`config.mk`:
```
export PLATFORM = sky130hd
export DESIGN_NAME = ysyx_25030093_mem_arb
export DESIGN_NICKNAME = d
export VERILOG_FILES = /design/src/rtl/ysyx_25030093_arb_pkg.sv /design/src/rtl/ysyx_25030093_arb_timer.sv /design/src/rtl/ysyx_25030093_mem_arb.sv
export SDC_FILE = /design/constraint.sdc
export NUM_CORES = 1
export LEC_CHECK = 0
export CAP_MARGIN = 20
export CELL_PAD_IN_SITES_DETAIL_PLACEMENT = 0
export CELL_PAD_IN_SITES_GLOBAL_PLACEMENT = 1
export CORE_ASPECT_RATIO = 1.75
export CORE_MARGIN = 4
export CORE_UTILIZATION = 36
export CTS_BUF_LIST = sky130_fd_sc_hd__clkbuf_4
export CTS_CLUSTER_SIZE = 20
export DETAILED_ROUTE_END_ITERATION = 7
export PLACE_DENSITY = 0.84
export SLEW_MARGIN = 40
export SYNTH_ARGS = -nofsm -noshare
export SYNTH_HDL_FRONTEND = slang
export SYNTH_SLANG_ARGS = --single-unit
```
`constraint.sdc`:
```
create_clock -name clk -period 4.7 [get_ports clk]
set_input_delay 0.94 -clock clk [delete_from_list [all_inputs] [get_ports clk]]
set_output_delay 0.94 -clock clk [all_outputs]
set_load 0.02 [all_outputs]
```
`src/rtl/ysyx_25030093_arb_pkg.sv`:
```
// Shared types and constants for the IFU/LSU memory arbiter.
package ysyx_25030093_arb_pkg;

  typedef enum logic [1:0] {
    ST_IDLE = 2'd0,
    ST_REQ  = 2'd1,
    ST_WAIT = 2'd2,
    ST_RESP = 2'd3
  } arb_state_e;

  typedef enum logic {
    GNT_IFU = 1'b0,
    GNT_LSU = 1'b1
  } arb_gnt_e;

  localparam int unsigned DEFAULT_TIMEOUT = 64;

endpackage

```
`src/rtl/ysyx_25030093_arb_timer.sv`:
```
// Cycle counter for an in-flight grant; expired marks the LIMIT-th enabled cycle.
module ysyx_25030093_arb_timer
  import ysyx_25030093_arb_pkg::*;
#(
  parameter int unsigned LIMIT = DEFAULT_TIMEOUT
) (
  input  logic clk,
  input  logic rst,
  input  logic clear,
  input  logic enable,
  output logic expired
);

  logic [31:0] count;

  always_ff @(posedge clk or negedge rst) begin
    if (!rst) begin
      count <= '0;
    end else if (clear) begin
      count <= '0;
    end else if (enable) begin
      count <= count + 32'd1;
    end
  end

  // count holds the cycles already spent, so the current cycle is count+1.
  always_comb begin
    expired = 1'b0;
    if (LIMIT != 0) begin
      expired = enable && !clear && (count == 32'(LIMIT - 1));
    end
  end

endmodule

```
`src/rtl/ysyx_25030093_mem_arb.sv`:
```
// Two-requester (IFU/LSU) single-outstanding memory arbiter with timeout.
// Define ARB_RR_EN for round-robin conflict resolution; default is fixed LSU priority.
module ysyx_25030093_mem_arb
  import ysyx_25030093_arb_pkg::*;
#(
  parameter int unsigned TIMEOUT_CYCLES = DEFAULT_TIMEOUT
) (
  input  logic        clk,
  input  logic        rst,
  input  logic        ifu_req_valid,
  output logic        ifu_req_ready,
  input  logic [31:0] ifu_addr,
  output logic        ifu_resp_valid,
  input  logic        lsu_req_valid,
  output logic        lsu_req_ready,
  input  logic [31:0] lsu_addr,
  input  logic        lsu_wen,
  input  logic [31:0] lsu_wdata,
  input  logic [3:0]  lsu_wmask,
  output logic        lsu_resp_valid,
  output logic [31:0] rsp_rdata,
  output logic        rsp_err,
  output logic        mem_req_valid,
  input  logic        mem_req_ready,
  output logic [31:0] mem_addr,
  output logic        mem_wen,
  output logic [31:0] mem_wdata,
  output logic [3:0]  mem_wmask,
  input  logic        mem_resp_valid,
  input  logic [31:0] mem_rdata,
  input  logic        mem_resp_err
);

  // Handshakes: a request transfers on the cycle where valid && ready are both
  // high; ready never rises without the matching valid, and responses are
  // single-cycle pulses the requester must take.

  arb_state_e  state_q, state_d;
  arb_gnt_e    gnt_q, winner;
  logic [31:0] addr_q, wdata_q, rdata_q;
  logic        wen_q, err_q;
  logic [3:0]  wmask_q;
  logic        accept, in_flight, expired;

`ifdef ARB_RR_EN
  arb_gnt_e last_q;

  always_comb begin
    if (ifu_req_valid && lsu_req_valid) begin
      winner = (last_q == GNT_LSU) ? GNT_IFU : GNT_LSU;
    end else begin
      winner = lsu_req_valid ? GNT_LSU : GNT_IFU;
    end
  end

  always_ff @(posedge clk or negedge rst) begin
    if (!rst) begin
      last_q <= GNT_IFU;
    end else if (accept) begin
      last_q <= winner;
    end
  end
`else
  always_comb begin
    winner = lsu_req_valid ? GNT_LSU : GNT_IFU;
  end
`endif

  assign accept    = (state_q == ST_IDLE) && rst &&
                     ((winner == GNT_LSU) ? lsu_req_valid : ifu_req_valid);
  assign in_flight = (state_q == ST_REQ) || (state_q == ST_WAIT);

  ysyx_25030093_arb_timer #(
    .LIMIT (TIMEOUT_CYCLES)
  ) u_timer (
    .clk     (clk),
    .rst     (rst),
    .clear   (!in_flight),
    .enable  (in_flight),
    .expired (expired)
  );

  always_ff @(posedge clk or negedge rst) begin
    if (!rst) begin
      state_q <= ST_IDLE;
    end else begin
      state_q <= state_d;
    end
  end

  always_comb begin
    state_d = state_q;
    case (state_q)
      ST_IDLE: if (accept) state_d = ST_REQ;
      ST_REQ: begin
        if (expired)            state_d = ST_RESP;
        else if (mem_req_ready) state_d = ST_WAIT;
      end
      ST_WAIT: if (mem_resp_valid || expired) state_d = ST_RESP;
      ST_RESP: state_d = ST_IDLE;
      default: state_d = ST_IDLE;
    endcase
  end

  always_comb begin
    ifu_req_ready  = 1'b0;
    lsu_req_ready  = 1'b0;
    mem_req_valid  = 1'b0;
    ifu_resp_valid = 1'b0;
    lsu_resp_valid = 1'b0;
    rsp_rdata      = '0;
    rsp_err        = 1'b0;
    case (state_q)
      ST_IDLE: begin
        ifu_req_ready = rst && ifu_req_valid && (winner == GNT_IFU);
        lsu_req_ready = rst && lsu_req_valid && (winner == GNT_LSU);
      end
      ST_REQ: mem_req_valid = 1'b1;
      ST_RESP: begin
        ifu_resp_valid = (gnt_q == GNT_IFU);
        lsu_resp_valid = (gnt_q == GNT_LSU);
        rsp_rdata      = rdata_q;
        rsp_err        = err_q;
      end
      default: ;
    endcase
  end

  always_ff @(posedge clk or negedge rst) begin
    if (!rst) begin
      gnt_q   <= GNT_IFU;
      addr_q  <= '0;
      wen_q   <= 1'b0;
      wdata_q <= '0;
      wmask_q <= '0;
    end else if (accept) begin
      gnt_q <= winner;
      if (winner == GNT_LSU) begin
        addr_q  <= lsu_addr;
        wen_q   <= lsu_wen;
        wdata_q <= lsu_wdata;
        wmask_q <= lsu_wmask;
      end else begin
        addr_q  <= ifu_addr;
        wen_q   <= 1'b0;
        wdata_q <= '0;
        wmask_q <= '0;
      end
    end
  end

  // A memory response in WAIT takes precedence over a same-cycle timeout.
  always_ff @(posedge clk or negedge rst) begin
    if (!rst) begin
      rdata_q <= '0;
      err_q   <= 1'b0;
    end else if ((state_q == ST_WAIT) && mem_resp_valid) begin
      rdata_q <= mem_rdata;
      err_q   <= mem_resp_err;
    end else if (in_flight && expired) begin
      rdata_q <= '0;
      err_q   <= 1'b1;
    end
  end

  assign mem_addr  = addr_q;
  assign mem_wen   = wen_q;
  assign mem_wdata = wdata_q;
  assign mem_wmask = wmask_q;

endmodule
```
Word level (Yosys, flattened, before mapping). Cells that the tools add are included.

Add/sub/neg operators: 1. Equality and inequality tests: 7. Muxes and demuxes: 23. Bitwise gates (word level): 2. Reductions and logical operators: 14.

Operators with widths (number): 32-bit two-way mux (6); 32-bit by 1-bit adder with 32-bit output (second input constant) (1); 32-bit by 6-bit == test with 1-bit output (second input constant) (1); 1-bit two-way mux (11); 1-bit logical AND (9); 2-bit two-way mux (4); 2-bit case mux with 4 select lines (1); 2-bit == test (second input constant) (2); 4-bit two-way mux (1); 2-bit inequality test (second input constant) (2); 3-bit inequality test (second input constant) (1); 3-bit AND reduction (1); 2-bit by 1-bit == test with 1-bit output (second input constant) (1); 2-bit logical NOT (1); 1-bit logical OR (2); 1-bit NOT (2); 2-bit nonzero test (1).

Bits in registers: 137. Bits of input ports: 140. Output and inout port bits: 107. Logic and storage cells: 56.

Logic depth before layout (Yosys ltp).
Depth in word-level cells: 6. Depth in mapped cells: 9. Depth with buffers taken out: 7.

Hierarchy. Synthesis repeated with hierarchy kept, for this count alone.

Cells, all modules: 539. Area total of the unflattened synthesis: 6120.9 um^2.

Modules (own cells, without submodules): ysyx_25030093_mem_arb (times used 1, cells each 359, area each 4404.2 um^2, seq. area each 2627.5 um^2); ysyx_25030093_arb_timer (times used 1, cells each 180, area each 1716.6 um^2, seq. area each 800.8 um^2).

Least setup slack after synthesis. OpenSTA, ideal clock, no wires.

Path kind: input to output. Start: input lsu_req_valid. End: output ifu_req_ready. Arrival time: 1.989 ns. Data required time: 3.760 ns. Path slack: 1.771 ns. Stages: 3. Buffers on the path: 2. Path through: clkbuf_1 > buf_1 > and4b_1.

Cells in the longest elaborated chain, start to end: 4.

Ends and longest elaborated chain: from (decl) (line ysyx_25030093_mem_arb.sv:14) `input logic lsu_req_valid,`; 1-bit two-way mux (line ysyx_25030093_mem_arb.sv:65) `winner = lsu_req_valid ? GNT_LSU : GNT_IFU;`; 1-bit NOT (line ysyx_25030093_mem_arb.sv:115) `ifu_req_ready = rst && ifu_req_valid && (winner == GNT_IFU);`; 1-bit logical AND (line ysyx_25030093_mem_arb.sv:115); 1-bit two-way mux (line ysyx_25030093_mem_arb.sv:113) `case (state_q)`; to (decl) (line ysyx_25030093_mem_arb.sv:11) `output logic ifu_req_ready,`.

No other way between the ends.

Worst setup path after layout.
Start: register state_q[0]. End: output rsp_rdata[7].

Cells in the longest elaborated chain, start to end: 2.

Ends and longest elaborated chain: from (decl) (line ysyx_25030093_mem_arb.sv:38) `arb_state_e state_q, state_d;`; from (signal assigned) (line ysyx_25030093_mem_arb.sv:87) `state_q <= state_d;`; 2-bit == test (line ysyx_25030093_mem_arb.sv:113); 32-bit two-way mux (line ysyx_25030093_mem_arb.sv:113); to (decl) (line ysyx_25030093_mem_arb.sv:21) `output logic [31:0] rsp_rdata,`.

No other way between the ends.

==> key figures <==
Critical path
  – Worst endpoint data arrival time: 2.31 ns
  – CP startpoint: state_q[0]$_DFFE_PN0P_
  – Peak per-stage delay on the critical path: 0.61 ns
  – Library cell contributing the largest single delay on the critical path: clkdlybuf4s50_1
  – Category of the most critical setup path: reg -> out
  – Endpoint class of the critical path: primary output
  – Endpoint of the worst-slack reg-to-reg timing path: state_q[1]$_DFFE_PN0P_
  – Worst R2R Setup Slack: 1.65 ns
  – Critical path startpoint category: register
  – Highest net fanout along the worst path: 35
  – Cells on worst reg2reg path: 8
  – Crit path required time: 3.76 ns
  – Worst-path cell chain: ha_2 -> and2_1 -> clkdlybuf4s50_1
  – Launching point of the worst reg2reg path: state_q[0]$_DFFE_PN0P_

STA
  – Remaining max-slew budget at the tightest pin: 54.2%
  – Number of slew-limit violations in the final report: 0
  – Setup repair after global routing missed its margin: false
  – Final Hold Fails: 0
  – Clock period minus final worst setup slack: 3.25 ns
  – Maximum achievable frequency: 308 MHz
  – Tightest Pin Transition: 0.687 ns
  – Sum Neg Setup Slack: 0 ns
  – Number of setup violations in the final report: 0
  – Final worst clock skew: 0.0276 ns
  – Final clock period utilization by the worst path: 69.1%

Detailed routing
  – DRT antenna net count: 0
  – Via total after detailed routing: 5266
  – Avg Vias per Cell: 4.94
  – Per-cell routed wire length: 16.8 µm
  – Drt initial violations: 261
  – Overall routed net length: 17.9 mm
  – Detailed-route DRC error count: 0
  – Total iterations of the first detailed-routing run: 4

Synth
  – Largest area contributor in the netlist: dfrtp_1
  – Number of warnings printed during yosys synthesis: 0
  – Synthesized instance count: 594
  – Area contributors post-synth: dfrtp_1, and2_1, nand2_1
  – Unique masters post-synth: 35
  – Post-Syn Area per Cell: 10.4 µm²
  – Number of nets in the synthesized netlist: 740
  – Area of the mapped netlist: 6170 µm²
  – Fraction of synthesized cell area taken by the top area cell type: 55.6%
  – Sequential area share after synthesis: 55.6%
  – Flops & latches, synth: 137

Clocking
  – Number of CTS-inserted buffers: 17
  – Clock tree buffer depth: 2
  – Master cell of the clock root buffer: clkbuf_4
  – TritonCTS clock tree: built
  – Clock edge transition at the registers on the reported setup and hold paths: 0.13 ns
  – Skew-Pair Late Insertion Delay: 0.53 ns
  – H-tree lvl count: 4
  – Setup Buffers After CTS: 0
  – Post-cts sizing count: 0
  – Sink count of the clock tree: 137
  – Number of hold buffers added after CTS: 0

Final layout
  – Commonest cells after routing, fill and taps aside: clkdlybuf4s50_1, dfrtp_1, nand2_1
  – Design area: 9170 µm²
  – Fraction of layout instances using a drive strength above 1: 5.49%
  – Area Growth Syn to Fin: 48.6%
  – Most common library cell in the layout ignoring fill and taps: clkdlybuf4s50_1
  – Total Nets Final: 972

Placed design
  – Half-perimeter wire length after detailed placement: 13.5 mm
  – Instance area after placement: 8820 µm²
  – Global placement routability congestion: 0.843
  – Port buffer count: 246

Global route
  – All-layer global routing usage: 18.7%
  – Grt total ovfl: 0
  – Wire length of the first global-routing pass: 28.6 mm
  – Maximum number of pins on one net before global-route repair: 98
  – Vias in the first global route: 5546
  – Initial antenna violation count: 1

Die
  – Core area: 16900 µm²
  – Total I/O pin count: 247
  – Die height: 181 µm
  – Standard-cell rows: 63
  – Initial Util: 36.6%
  – Die span in x: 107 µm
  – Area of the die: 19400 µm²

Power
  – Lkg Pwr: 4.19 nW
  – Clock power share: 18.0%
  – Max rail drop VDD: 0.251 mV
  – Switching power: 1.82 mW
  – Sw frac: 37.4%
  – Share of power burned in combinational logic: 44.6%
  – Flop pwr share: 37.3%
  – P per Cell Area: 531 nW/µm²
  – Internal power summed over all cells: 3.05 mW

Run
  – Max-cap violations: 0

Status
  – Status: completed

Worst hold path
  – HP Class: in -> async
[final cells by class]
class | count | area, µm²
Antenna cell | 1 | 2.50
Clock inverter | 13 | 194
Sequential cell | 137 | 3430
Fill cell | 1557 | 7700
Multi-Input combinational cell | 415 | 2610
Timing Repair Buffer | 251 | 2500
Inverter | 4 | 15.0
Tap cell | 227 | 284
Clock buffer | 18 | 135
[power by group through the flow]
stage / registers [mW] / logic (mW) / clock network [mW]
floorplan: 2.11 / 0.843 / 0
global placement: 1.82 / 2.15 / 0
detailed placement: 1.84 / 2.20 / 0
CTS: 1.82 / 2.21 / 0.904
global route: 1.87 / 2.35 / 0.950
finish: 1.82 / 2.17 / 0.878
[how the worst max path moves through the flow]
stage / end / slack, ns / cells after the start
floorplan: ifu_req_ready / 1.77 / 3
global placement: ifu_req_ready / 1.43 / 3
detailed placement: state_q[1]$_DFFE_PN0P_ / 1.39 / 8
CTS: rsp_rdata[8] / 1.12 / 3
global route: rsp_rdata[0] / 1.27 / 3
finish: rsp_rdata[7] / 1.45 / 3
[sequential cells by signal (all words and copies together) (netlist names)]
name / cells
err_q: 1
gnt_q: 1
mem_addr: 32
mem_wdata: 32
mem_wen: 1
mem_wmask: 4
rdata_q: 32
state_q: 2
u_timer.count: 32
[routing by layer]
layer	global-route usage, %	part of all wire (%)	vias to the layer above
li1	-	-	2514
met1	21.0	39	2538
met2	33.7	54	178
met3	3.93	4.8	36
met4	7.63	3.1	0
met5	0	0	-
[Yosys cell counts, drive strengths merged]
cell type / n
xor2: 6
o21ai: 34
a21oi: 3
nor4: 7
a22o: 38
nor3: 1
o22ai: 1
mux2: 1
and4: 4
nand3: 49
ha: 6
xnor2: 23
inv: 4
o211ai: 1
or4b: 1
nand2: 107
mux2i: 32
a21boi: 1
a211o: 1
and4b: 1
or2: 1
nor2: 8
dfrtp: 137
nor4b: 1
nand4: 12
a21o: 2
nor2b: 2
and3: 5
or4: 1
or3: 1
and2: 65
buf: 6
clkbuf: 32
[cells by family after synthesis]
| family | count (synthesis) | synth area share (%) |
|---|---|---|
| mux | 33 | 5.43 |
| compound gates | 81 | 9.13 |
| simple gates | 266 | 21.9 |
| flops | 137 | 55.6 |
| buf+inv | 42 | 2.60 |
| fa+ha+maj | 6 | 1.22 |
| xor+xnor | 29 | 4.12 |
[worst max-delay path: cells and delay by family (launching register included)]
family	cells	cell delay (ns)
buffers and inverters	1	0.61
DFF	1	0.44
and+or+nand+nor	1	0.23
adders and majority gates	1	0.52
[metrics by stage]
| stage | setup WS (ns) | util, % | std cells | power [mW] | hold slack, ns |
|---|---|---|---|---|---|
| after floorplan | 1.77 | - | 594 | 2.95 | 0.458 |
| after global placement | 1.43 | 52.2 | 1034 | 3.97 | 0.465 |
| after detailed placement | 1.39 | 52.3 | 1034 | 4.04 | 0.469 |
| after CTS | 1.12 | 54.2 | 1065 | 4.93 | 0.359 |
| after global routing | 1.27 | 54.4 | 1066 | 5.17 | 0.374 |
| final | 1.45 | 54.4 | 1066 | 4.87 | 0.372 |
(Power assumes the default switching activity.)
==> RTL edit: new RTL, same flow settings <==
The option `ARB_RR_EN` is turned on by a define.
--- a/src/rtl/ysyx_25030093_mem_arb.sv
+++ b/src/rtl/ysyx_25030093_mem_arb.sv
@@ -1,5 +1,7 @@
 // Two-requester (IFU/LSU) single-outstanding memory arbiter with timeout.
 // Define ARB_RR_EN for round-robin conflict resolution; default is fixed LSU priority.
+`define ARB_RR_EN
+
 module ysyx_25030093_mem_arb
   import ysyx_25030093_arb_pkg::*;
 #(
Behaviour: not the same (a bounded check fails within 10 cycles, from zero or initial values and one cycle with rst low).
==> RTL edit against the unedited design <==
Design area up 1.9%. Worst setup slack worse by 200 ps. Power shrank 2.6%. Clock skew rose by 4.0 ps. Sequential share of layout area down 0.70 points. Via count grew 9.4%. Sequential cell count stayed put. Area after synthesis up 3.5%. Clock power decreased by 18%. Worst hold slack gained 50 ps. Routed wire length increased by 9.1%. Largest power group unchanged. Highest routed layer unchanged.
==> RTL edit: results <==
[synthesis]
yosysSeqAreaShare = 0.5367
synth_xor_area_frac = 0.01508
synth_area_leaders = dfrtp_1 54%, nand2_1 11%, o21ai_0 8.6%
synth.avg_cell_area_sq_um = 9.204
syn_nets = 840
ys_types = 37
synth_compound_area_frac = 0.1248
synth_fa_ha_area_frac = 0.01175

[status]
status = complete, no violations

[route]
wl_met3_mm = 1.387
drt_iter0_drc = 224

[power]
power_leakage_nw = 3.926
power.density_nw_per_um2 = 507.6
p_sw_frac = 0.4128
ir_worst_vdd_mv = 0.2808
p_seq_frac = 0.381
pg_clk_mw = 0.723

[timing]
slew_headroom = 0.4681
fin_ws_ps = 1253
finClkSkew_ps = 31.63
holdWs_ps = 421.8

[worst_setup_path]
reg2reg_to = rdata_q[29]$_DFFE_PN0P_
r2r_slack_ps = 1790
r2r_cells = 7
critPathLaunch = ifu_req_valid
path_max_fanout = 5
cp_data_arrival_time_ps = 2510
reg2reg_from = state_q[1]$_DFFE_PN0P_

[global_route]
grt_pass1_wl_mm = 30.06
met1_usage = 0.2090
grt_pass1_vias = 5732
grtUsageMet3 = 0.05398
grt_start_max_net_pins = 76

[placement]
dp.cells = 1138
gp_congestion = 0.8007
dp_hpwl_mm = 14.47
place_area_sq_um = 9081

[layout]
final_area_sq_um = 9344
final_cells = 1172
layout-drive-gt1-share = 0.05218
## RTL edit: cell types whose count changed in the layout (fill, tap and decap cells not counted), moves of 7 or more
| cell | unedited run | this run |
|---|---|---|
| nand2b_1 | 0 | 7 |
| nand2_1 | 106 | 184 |
| and2_1 | 64 | 37 |
| or3_1 | 1 | 8 |
| a21oi_1 | 3 | 17 |
| xnor2_1 | 23 | 4 |
| o21ai_0 | 34 | 110 |
| nand3_1 | 49 | 17 |
| a22o_1 | 38 | 0 |
## RTL edit: cell type report
cell class                 instances  area [sq um]  area share
sequential                       137          3428      0.3669
multi-input combinational        510          2798      0.2994
timing repair buffer             255          2547      0.2726
tap                              231         289.0     0.03093
clock inverter                    15         130.1     0.01393
clock buffer                      17         127.6     0.01366
inverter                           5         18.77    0.002009
antenna                            2         5.005   0.0005356
## RTL edit: worst max-delay path: cells and delay by family
| kind | cells | cell delay, ps |
|---|---|---|
| AO/OA/AOI/OAI | 1 | 200 |
| AND/OR/NAND/NOR | 1 | 250 |
| buffers and inverters | 2 | 1110 |
